File: src/rtl/breakout_pkg.sv
// rtl/breakout_pkg.sv - shared state encodings and widths for the breakout sequencer
//
// Holds the game-phase encoding used by the sequencer and any display/overlay
// logic that decodes STATE, plus the widths of the lives and frame-timer
// registers so every consumer sizes its buses the same way.
// No ports (package).

package breakout_pkg;

    localparam int LIVES_W = 4;
    localparam int TIMER_W = 8;
    localparam int STATE_W = 3;

    typedef logic [STATE_W-1:0] state_t;

    // Encoding 7 is never entered; the sequencer treats it exactly like IDLE.
    localparam logic [STATE_W-1:0] ST_IDLE   = 3'd0;
    localparam logic [STATE_W-1:0] ST_SERVE  = 3'd1;
    localparam logic [STATE_W-1:0] ST_PLAY   = 3'd2;
    localparam logic [STATE_W-1:0] ST_PAUSED = 3'd3;
    localparam logic [STATE_W-1:0] ST_LOST   = 3'd4;
    localparam logic [STATE_W-1:0] ST_OVER   = 3'd5;
    localparam logic [STATE_W-1:0] ST_WON    = 3'd6;

endpackage

File: src/rtl/frame_timer.sv
// rtl/frame_timer.sv - 8-bit saturating frame counter with synchronous clear
//
// Counts video frames spent in the current game phase.
// Ports:
//   i_clk         in   system clock, rising edge
//   i_rst         in   synchronous active-high reset (count -> 0)
//   i_clear       in   synchronous clear, wins over i_inc
//   i_inc         in   FRAME_START pulse, adds one frame
//   o_count       out  registered frame count
//   o_count_next  out  count as it will stand after this cycle's i_inc
//                      (ignoring i_clear), so the parent can act on the
//                      frame that reaches a limit without a cycle of lag

module frame_timer
    import breakout_pkg::*;
(
    input  logic               i_clk,
    input  logic               i_rst,
    input  logic               i_clear,
    input  logic               i_inc,
    output logic [TIMER_W-1:0] o_count,
    output logic [TIMER_W-1:0] o_count_next
);

    logic [TIMER_W-1:0] r_count;
    logic [TIMER_W-1:0] w_count_sat;

    // Hold at all-ones instead of wrapping so long stays read as "long".
    assign w_count_sat  = (r_count == {TIMER_W{1'b1}}) ? r_count
                                                        : r_count + {{(TIMER_W-1){1'b0}}, 1'b1};
    assign o_count_next = i_inc ? w_count_sat : r_count;
    assign o_count      = r_count;

    always_ff @(posedge i_clk) begin
        if (i_rst) begin
            r_count <= '0;
        end else if (i_clear) begin
            r_count <= '0;
        end else if (i_inc) begin
            r_count <= w_count_sat;
        end
    end

endmodule

File: src/rtl/game_state_controller.sv
// rtl/game_state_controller.sv - breakout game phase sequencer and frame update strobe
//
// Tracks the game phase and lives, issues one START_UPDATE per frame while the
// paddle/ball logic should run, and gates ball motion.
// Ports:
//   CLK             in   system clock, rising edge
//   RST             in   synchronous active-high reset
//   FRAME_START     in   one-cycle pulse per video frame
//   BTN_START       in   debounced start/pause button (level)
//   BALL_LOST       in   one-cycle pulse, ball fell below paddle
//   BRICKS_CLEARED  in   one-cycle pulse, last brick destroyed
//   START_UPDATE    out  one-cycle game-logic launch, SERVE/PLAY frames only
//   BALL_ENABLE     out  high while in PLAY
//   RESET_BALL      out  one-cycle pulse, re-centre ball on paddle
//   RESET_FIELD     out  one-cycle pulse, restore all bricks
//   LIVES           out  remaining lives
//   STATE           out  current phase encoding

module game_state_controller
    import breakout_pkg::*;
#(
    parameter int LIVES_INIT   = 3,
    parameter int SERVE_FRAMES = 60,
    parameter int LOST_FRAMES  = 90,
    parameter int END_FRAMES   = 180
) (
    input  logic               CLK,
    input  logic               RST,
    input  logic               FRAME_START,
    input  logic               BTN_START,
    input  logic               BALL_LOST,
    input  logic               BRICKS_CLEARED,
    output logic               START_UPDATE,
    output logic               BALL_ENABLE,
    output logic               RESET_BALL,
    output logic               RESET_FIELD,
    output logic [LIVES_W-1:0] LIVES,
    output logic [STATE_W-1:0] STATE
);

    localparam logic [LIVES_W-1:0] LIVES_LOAD = LIVES_W'(LIVES_INIT);
    localparam logic [LIVES_W-1:0] LIVES_ONE  = LIVES_W'(1);
    localparam logic [TIMER_W-1:0] SERVE_CNT  = TIMER_W'(SERVE_FRAMES);
    localparam logic [TIMER_W-1:0] LOST_CNT   = TIMER_W'(LOST_FRAMES);
    localparam logic [TIMER_W-1:0] END_CNT    = TIMER_W'(END_FRAMES);

    state_t             r_state;
    logic [LIVES_W-1:0] r_lives;
    logic               r_btn_prev;
    logic               r_start_update;
    logic               r_ball_enable;
    logic               r_reset_ball;
    logic               r_reset_field;

    state_t             w_next_state;
    logic [LIVES_W-1:0] w_next_lives;
    logic               w_set_reset_ball;
    logic               w_set_reset_field;
    logic               w_start_edge;
    logic               w_state_change;
    logic               w_in_active;
    logic [TIMER_W-1:0] w_count;
    logic [TIMER_W-1:0] w_count_next;

    // The previous-button register comes out of reset high, so a button that
    // is already held when reset releases must be let go before it counts.
    assign w_start_edge   = BTN_START & ~r_btn_prev;
    assign w_state_change = (w_next_state != r_state);
    assign w_in_active    = (r_state == ST_SERVE) || (r_state == ST_PLAY);

    frame_timer u_frame_timer (
        .i_clk        (CLK),
        .i_rst        (RST),
        .i_clear      (w_state_change),
        .i_inc        (FRAME_START),
        .o_count      (w_count),
        .o_count_next (w_count_next)
    );

    always_comb begin
        w_next_state      = r_state;
        w_next_lives      = r_lives;
        w_set_reset_ball  = 1'b0;
        w_set_reset_field = 1'b0;

        case (r_state)
            ST_SERVE: begin
                // Timed exits look at the post-increment count so the frame
                // that reaches the limit moves the state on the next cycle.
                if (w_start_edge || (w_count_next == SERVE_CNT)) begin
                    w_next_state = ST_PLAY;
                end
            end

            ST_PLAY: begin
                if (BRICKS_CLEARED) begin
                    w_next_state = ST_WON;
                end else if (BALL_LOST) begin
                    // <= 1 rather than == 1 so lives can never wrap below 0.
                    if (r_lives <= LIVES_ONE) begin
                        w_next_lives = '0;
                        w_next_state = ST_OVER;
                    end else begin
                        w_next_lives = r_lives - LIVES_ONE;
                        w_next_state = ST_LOST;
                    end
                end else if (w_start_edge) begin
                    w_next_state = ST_PAUSED;
                end
            end

            ST_PAUSED: begin
                if (w_start_edge) begin
                    w_next_state = ST_PLAY;
                end
            end

            ST_LOST: begin
                if (w_count_next == LOST_CNT) begin
                    w_next_state     = ST_SERVE;
                    w_set_reset_ball = 1'b1;
                end
            end

            ST_OVER, ST_WON: begin
                // The end screen must stay up for END_FRAMES completed frames
                // before a press is accepted; earlier presses are dropped.
                if (w_start_edge && (w_count >= END_CNT)) begin
                    w_next_state = ST_IDLE;
                end
            end

            default: begin
                // IDLE and the unused encoding: a press starts a new game.
                if (w_start_edge) begin
                    w_next_state      = ST_SERVE;
                    w_next_lives      = LIVES_LOAD;
                    w_set_reset_ball  = 1'b1;
                    w_set_reset_field = 1'b1;
                end
            end
        endcase
    end

    always_ff @(posedge CLK) begin
        if (RST) begin
            r_state        <= ST_IDLE;
            r_lives        <= '0;
            r_btn_prev     <= 1'b1;
            r_start_update <= 1'b0;
            r_ball_enable  <= 1'b0;
            r_reset_ball   <= 1'b0;
            r_reset_field  <= 1'b0;
        end else begin
            r_state        <= w_next_state;
            r_lives        <= w_next_lives;
            r_btn_prev     <= BTN_START;
            // Gated by the phase the frame arrived in, not the one it causes.
            r_start_update <= FRAME_START & w_in_active;
            r_ball_enable  <= (w_next_state == ST_PLAY);
            r_reset_ball   <= w_set_reset_ball;
            r_reset_field  <= w_set_reset_field;
        end
    end

    assign STATE        = r_state;
    assign LIVES        = r_lives;
    assign START_UPDATE = r_start_update;
    assign BALL_ENABLE  = r_ball_enable;
    assign RESET_BALL   = r_reset_ball;
    assign RESET_FIELD  = r_reset_field;

endmodule

File: config.mk
export PLATFORM = sky130hd
export DESIGN_NAME = game_state_controller
export DESIGN_NICKNAME = d
export VERILOG_FILES = /design/src/rtl/breakout_pkg.sv /design/src/rtl/frame_timer.sv /design/src/rtl/game_state_controller.sv
export SDC_FILE = /design/constraint.sdc
export NUM_CORES = 1
export LEC_CHECK = 0
export ABC_AREA = 1
export ABC_CLOCK_PERIOD_IN_PS = 2500
export CORE_ASPECT_RATIO = 1.25
export CORE_MARGIN = 3
export CORE_UTILIZATION = 54
export CTS_CLUSTER_DIAMETER = 100
export DETAILED_ROUTE_END_ITERATION = 10
export PLACE_DENSITY = 0.81
export REMOVE_ABC_BUFFERS = 1
export SYNTH_ARGS = -nofsm -noshare
export SYNTH_HDL_FRONTEND = slang
export SYNTH_SLANG_ARGS = --single-unit
File: constraint.sdc
create_clock -name CLK -period 2.5 [get_ports CLK]
set_input_delay 0.5 -clock CLK [delete_from_list [all_inputs] [get_ports CLK]]
set_output_delay 0.5 -clock CLK [all_outputs]
set_load 0.005 [all_outputs]
Word-level counts from Yosys, hierarchy flattened
Index checks and enable logic that the tools add are counted.

operators by class
  add/subtract/negate cells = 2
  multiply operators = 0
  divide/modulo/power cells = 0
  magnitude comparators = 2
  equality and inequality tests = 13
  shift-type cells = 0
  multiplexer cells = 20
  bitwise logic cells = 4
  reduce and logical (&&, ||, !) cells = 10

operators with widths
  operator             count
  $mux 3               8
  $mux 4               4
  $mux 8               2
  $pmux 3 s5           1
  $reduce_or 5->1      2
  $eq 3x2->1 const B   3
  $eq 3x3->1 const B   3
  $add 8x1->8 const B  1
  $eq 8x6->1 const B   1
  $eq 8x7->1 const B   1
  $eq 8x8->1 const B   1
  $ge 8x8->1 const B   1
  $pmux 4 s2           1
  $reduce_or 7->1      1
  $le 4x1->1 const B   1
  $ne 2x2->1 const B   2
  $reduce_and 4->1     1
  $reduce_or 2->1      2
  $sub 4x1->4 const B  1
  $eq 3x1->1 const B   1
  $mux 1               3
  $ne 3x3->1           1
  $and 1x1->1          2
  $logic_or 1x1->1     2
  other kinds (4)      5

storage, ports and cells
  flip-flop bits (word level) = 20
  latch bits = 0
  RAM bits = 0
  bits in read-only memories = 0
  input port bits = 6
  word-level logic and storage cells = 59
  memories = 0

Depth between registers and ports, before layout
  depth after elaboration = 9
  depth in mapped cells = 17

Modules after synthesis
Synthesis repeated with hierarchy kept, for this count alone.

unflattened totals
  cells, all modules = 227
  area, all modules = 1357.6 um2

modules (own cells, without submodules)
  module                 instances  cells each  area each (um2)
  game_state_controller  1          147         875.8
  frame_timer            1          80          481.7

Worst setup path before layout
No wires, ideal clock.

  path type = input to register
  start = input BTN_START
  end = register u_frame_timer.r_count[0], in the netlist u_frame_timer.o_count[0]
  setup time = 65 ps
  data arrival time = 1773 ps
  data required time = 2435 ps
  slack = 662 ps
  stages on the path = 14
  path buffers = 1
  cell sequence = inv_1 -> or2_1 -> buf_2 -> inv_2 -> nand3_1 -> nand3_1 -> nand2_1 -> nor3_2 -> nand2_2 -> nand2_2 -> nand2_1 -> nand2_1 -> nand3_4 -> nor2_1

on the way
  longest elaborated chain between the ends = 7

ends and longest elaborated chain
  what                         line                          RTL
  start, declared              game_state_controller.sv:30   input logic BTN_START,
  $and 1x1->1 *                game_state_controller.sv:67   assign w_start_edge = BTN_START & ~r_btn_prev;
  $mux 3                       game_state_controller.sv:107  end else if (w_start_edge) begin
  $mux 3                       game_state_controller.sv:98   end else if (BALL_LOST) begin
  $mux 3                       game_state_controller.sv:96   if (BRICKS_CLEARED) begin
  $pmux 3 s5 *                 game_state_controller.sv:86   case (r_state)
  $ne 3x3->1 *                 game_state_controller.sv:68   assign w_state_change = (w_next_state != r_state);
  $reduce_or 2->1 (no line) *  -
  end signal, assigned         frame_timer.sv:40             r_count <= w_count_sat;
  end, declared                frame_timer.sv:25             logic [TIMER_W-1:0] r_count;

Mark *: on every way between the ends. The rest lies on a longest branch, timed or not.
A chain may end at the register's enable or synchronous reset.

Final worst setup path
  start = input BTN_START
  end = register u_frame_timer.r_count[3], in the netlist u_frame_timer.o_count[3]

Same word-level chain as after synthesis.

==> flow_summary_export.csv <==
group,metric,value,unit
outcome,outcome,"completed",
sta,final_period_minus_worst_setup_slack,2.15,ns
yosys,yosys.cell_count.top_type,"nand2_1",
yosys,synth_flop_cell,"dfxtp_1",
drt,drt_drc_violations_left,0,
worst_setup_path,reg2reg_from,"u_frame_timer.o_count[0]",
sta,max_slew.worst_pin.slew,0.421,ns
global_route,grt_pass1_wl,5250,um
sta,timing.final.ws_setup,0.348,ns
worst_setup_path,rr_endpoint,"u_frame_timer.o_count[3]",
worst_setup_path,crit_arrival,2.38,ns
global_route,grt_pass1_vias,1261,
min_path,hold_path_end,"LIVES[2]",
yosys,yosysSeqAreaShare,0.307,
min_path,hp-class,"reg2reg",
drt,routed_wl,3090,um
placed_design,place.gp.congestion,0.853,
yosys,synth_warnings,0,
floorplanning,floorplan.initialDensity,0.577,
finish,syn_to_final_growth,17.8,%
worst_setup_path,crit_type,"in2reg",
finish,antenna-diode-count,0,
clock_network,clock_latency,0.29,ns
sta,max-slew-margin-rel,0.716,
yosys,synth-edff-count,0,
floorplanning,num_rows,19,
sta,setup_viol_count_final,0,
worst_setup_path,worstSetupStartpointType,"input pin",
clock_network,cts_max_level,1,
drt,antenna_left,0,
power_and_ir_drop,power_density,963,nW/um^2
clock_network,hold_buffers_post_cts,0,
clock_network,post_cts.repair.setup_buffers,0,
finish,finalNetCount,242,
floorplanning,die_x,49.9,um
sta,maxSlewViolCount,0,
yosys,postSynthCellCount,210,
worst_setup_path,worst-path-max-fanout,8,
yosys,ys_async_sr_fraction,0,
worst_setup_path,reg2regPathDepth,15,
global_route,global_route.overflow_total,0,
worst_setup_path,cp-end-kind,"flop",
sta,grt_setup_unrepaired,"no",
clock_network,ctsResizeCount,0,
finish,final_core_utilization,0.679,
sta,clock-skew-final,0.00277,ns
drt,drt-wirelength-per-cell,11.8,um
worst_setup_path,rrSetupSlack,0.35,ns
placed_design,io_port_bufs,16,
worst_setup_path,critical_path_required,2.73,ns
placed_design,post-place-ws,0.0504,ns
placed_design,dp_hpwl,2570,um
min_path,timing.hold.worst_path_depth,2,
clock_network,cts_buffer_depth,2,
floorplanning,floorplan_core_area,2260,sq um
clock_network,cts_num_sinks,20,
clock_network,tritoncts.num_buffers,3,
drt,drt-pass1-iter-count,4,
clock_network,worst_setup_hold_path_clk_slew,0.11,ns
floorplanning,fp.dieH,60.9,um
global_route,antenna_found_initial,0,
yosys,yosys_register_bits,20,
run,max-cap-violations,0,
finish,number_of_filler_instances_in_the_final_layout,210,
sta,finalHoldViolations,0,
yosys,synthTopCellsByArea,"dfxtp_1 (31%), nand2_1 (14%), nor2_1 (11%)",
yosys,postSynthAreaPerCell,6.20,sq um
yosys,synth_top_area_cell,"dfxtp_1",
yosys,mappedNetlistArea,1300,sq um
drt,routed-via-count,1346,
yosys,synthDominantCellAreaShare,0.307,
drt,drtIter0Drc,30,
sta,fin_crit_sh,0.861,
drt,routed_via_density,5.16,
power_and_ir_drop,p_leak,0.727,nW
global_route,grt_max_degree,11,
finish,post_route_cells_drive_above_1_share,0.0739,
clock_network,cts_tree,"done",
yosys,netlist-cell-type-count,29,
sta,final.hold.worst_slack,0.564,ns
sta,timing.setup.tns,0,ns
sta,fmaxAchievable,465,MHz
clock_network,clk_root_buffer_cell,"clkbuf_4",
yosys,ys_top_cells_by_count,"nand2_1 (50), nor2_1 (37), inv_1 (32)",
global_route,track_usage,0.221,
power_and_ir_drop,ir_worst_vdd,0.654,mV
floorplanning,design.die.area,3040,sq um
floorplanning,io_pins,17,
min_path,min_from,"LIVES[2]",
-- registers in the layout, indices dropped and copies added, names as in the netlist --
signal                 count
STATE                      3
START_UPDATE               1
r_btn_prev                 1
RESET_FIELD                1
RESET_BALL                 1
LIVES                      4
u_frame_timer.o_count      8
BALL_ENABLE                1
-- routing by layer --
layer,GRT usage,vias up,part of all wire
met3,0.0369,4,0.025
met5,0,-,0
met1,0.246,612,0.44
met4,0.0830,0,0.011
met2,0.422,27,0.52
li1,-,703,-
-- power breakdown --
| group | internal (W) | total, W | switching [W] |
|---|---|---|---|
| Combinational | 0.000341 | 0.000860 | 0.000519 |
| Clock | 0.0000559 | 0.000146 | 0.0000901 |
| Sequential | 0.000393 | 0.000471 | 0.0000772 |
| Total | 0.000791 | 0.00148 | 0.000686 |
-- through the flow --
stage,instance area [sq um],std cells,power (W)
final,1530,261,0.00148
after global routing,1530,261,0.00160
after CTS,1530,261,0.00148
after detailed placement,1510,258,0.00133
after global placement,1510,258,0.00130
after floorplan,1290,208,0.00107
-- critical path, stage by stage --
cell	delay (ns)
clkdlybuf4s50_1	0.45
inv_1	0.04
or2_1	0.23
inv_2	0.09
nand3_1	0.12
nand3_1	0.12
nand2_1	0.07
nor3_2	0.19
nand2_2	0.08
nand2_2	0.08
nand2_1	0.06
nand2_1	0.11
nand3_4	0.12
nor2_1	0.12
-- worst max-delay path by stage --
stage                        startpoint                        to  slack, ns  depth (start not counted)
4_1_cts        u_frame_timer.o_count[0]  u_frame_timer.o_count[3]       0.35                         15
6_report                      BTN_START  u_frame_timer.o_count[3]       0.35                         14
3_5_place_dp                  BTN_START  u_frame_timer.o_count[3]       0.05                         14
3_3_place_gp                  BTN_START  u_frame_timer.o_count[5]       0.11                         14
2_1_floorplan  u_frame_timer.o_count[0]  u_frame_timer.o_count[4]       0.69                         15
5_1_grt        u_frame_timer.o_count[0]  u_frame_timer.o_count[7]       0.09                         15
-- cells in the final DEF (no fill, tap or decap), types with 6 or more instances in the layout --
| master | synthesis | layout |
|---|---|---|
| nand2_1 | 50 | 50 |
| nor2_1 | 37 | 37 |
| inv_1 | 32 | 32 |
| nand3_1 | 21 | 21 |
| dfxtp_1 | 20 | 20 |
| clkdlybuf4s50_1 | 0 | 16 |
| nand4_1 | 7 | 7 |
| o21ai_0 | 7 | 7 |
| a21oi_1 | 6 | 6 |
-- cell families (layout without fill, tap and decap cells) --
family	count (synthesis)	count (layout)	synth area share
adders and majority gates	4	4	0.0384
buffers and inverters	37	57	0.110
and+or+nand+nor	130	130	0.459
DFF	20	20	0.307
xor gates and xnor gates	2	2	0.0135
AOI/OAI and AO/OA	17	17	0.0711
-- layout make-up --
| class | count | area (sq um) | share of cell area |
|---|---|---|---|
| repair buffers | 19 | 183 | 0.119 |
| flip-flops and latches | 20 | 400 | 0.261 |
| multi-input cells | 153 | 758 | 0.494 |
| clock buffers | 3 | 22.5 | 0.0147 |
| well taps | 31 | 38.8 | 0.0253 |
| inverters | 35 | 131 | 0.0856 |
(Power assumes the default switching activity.)
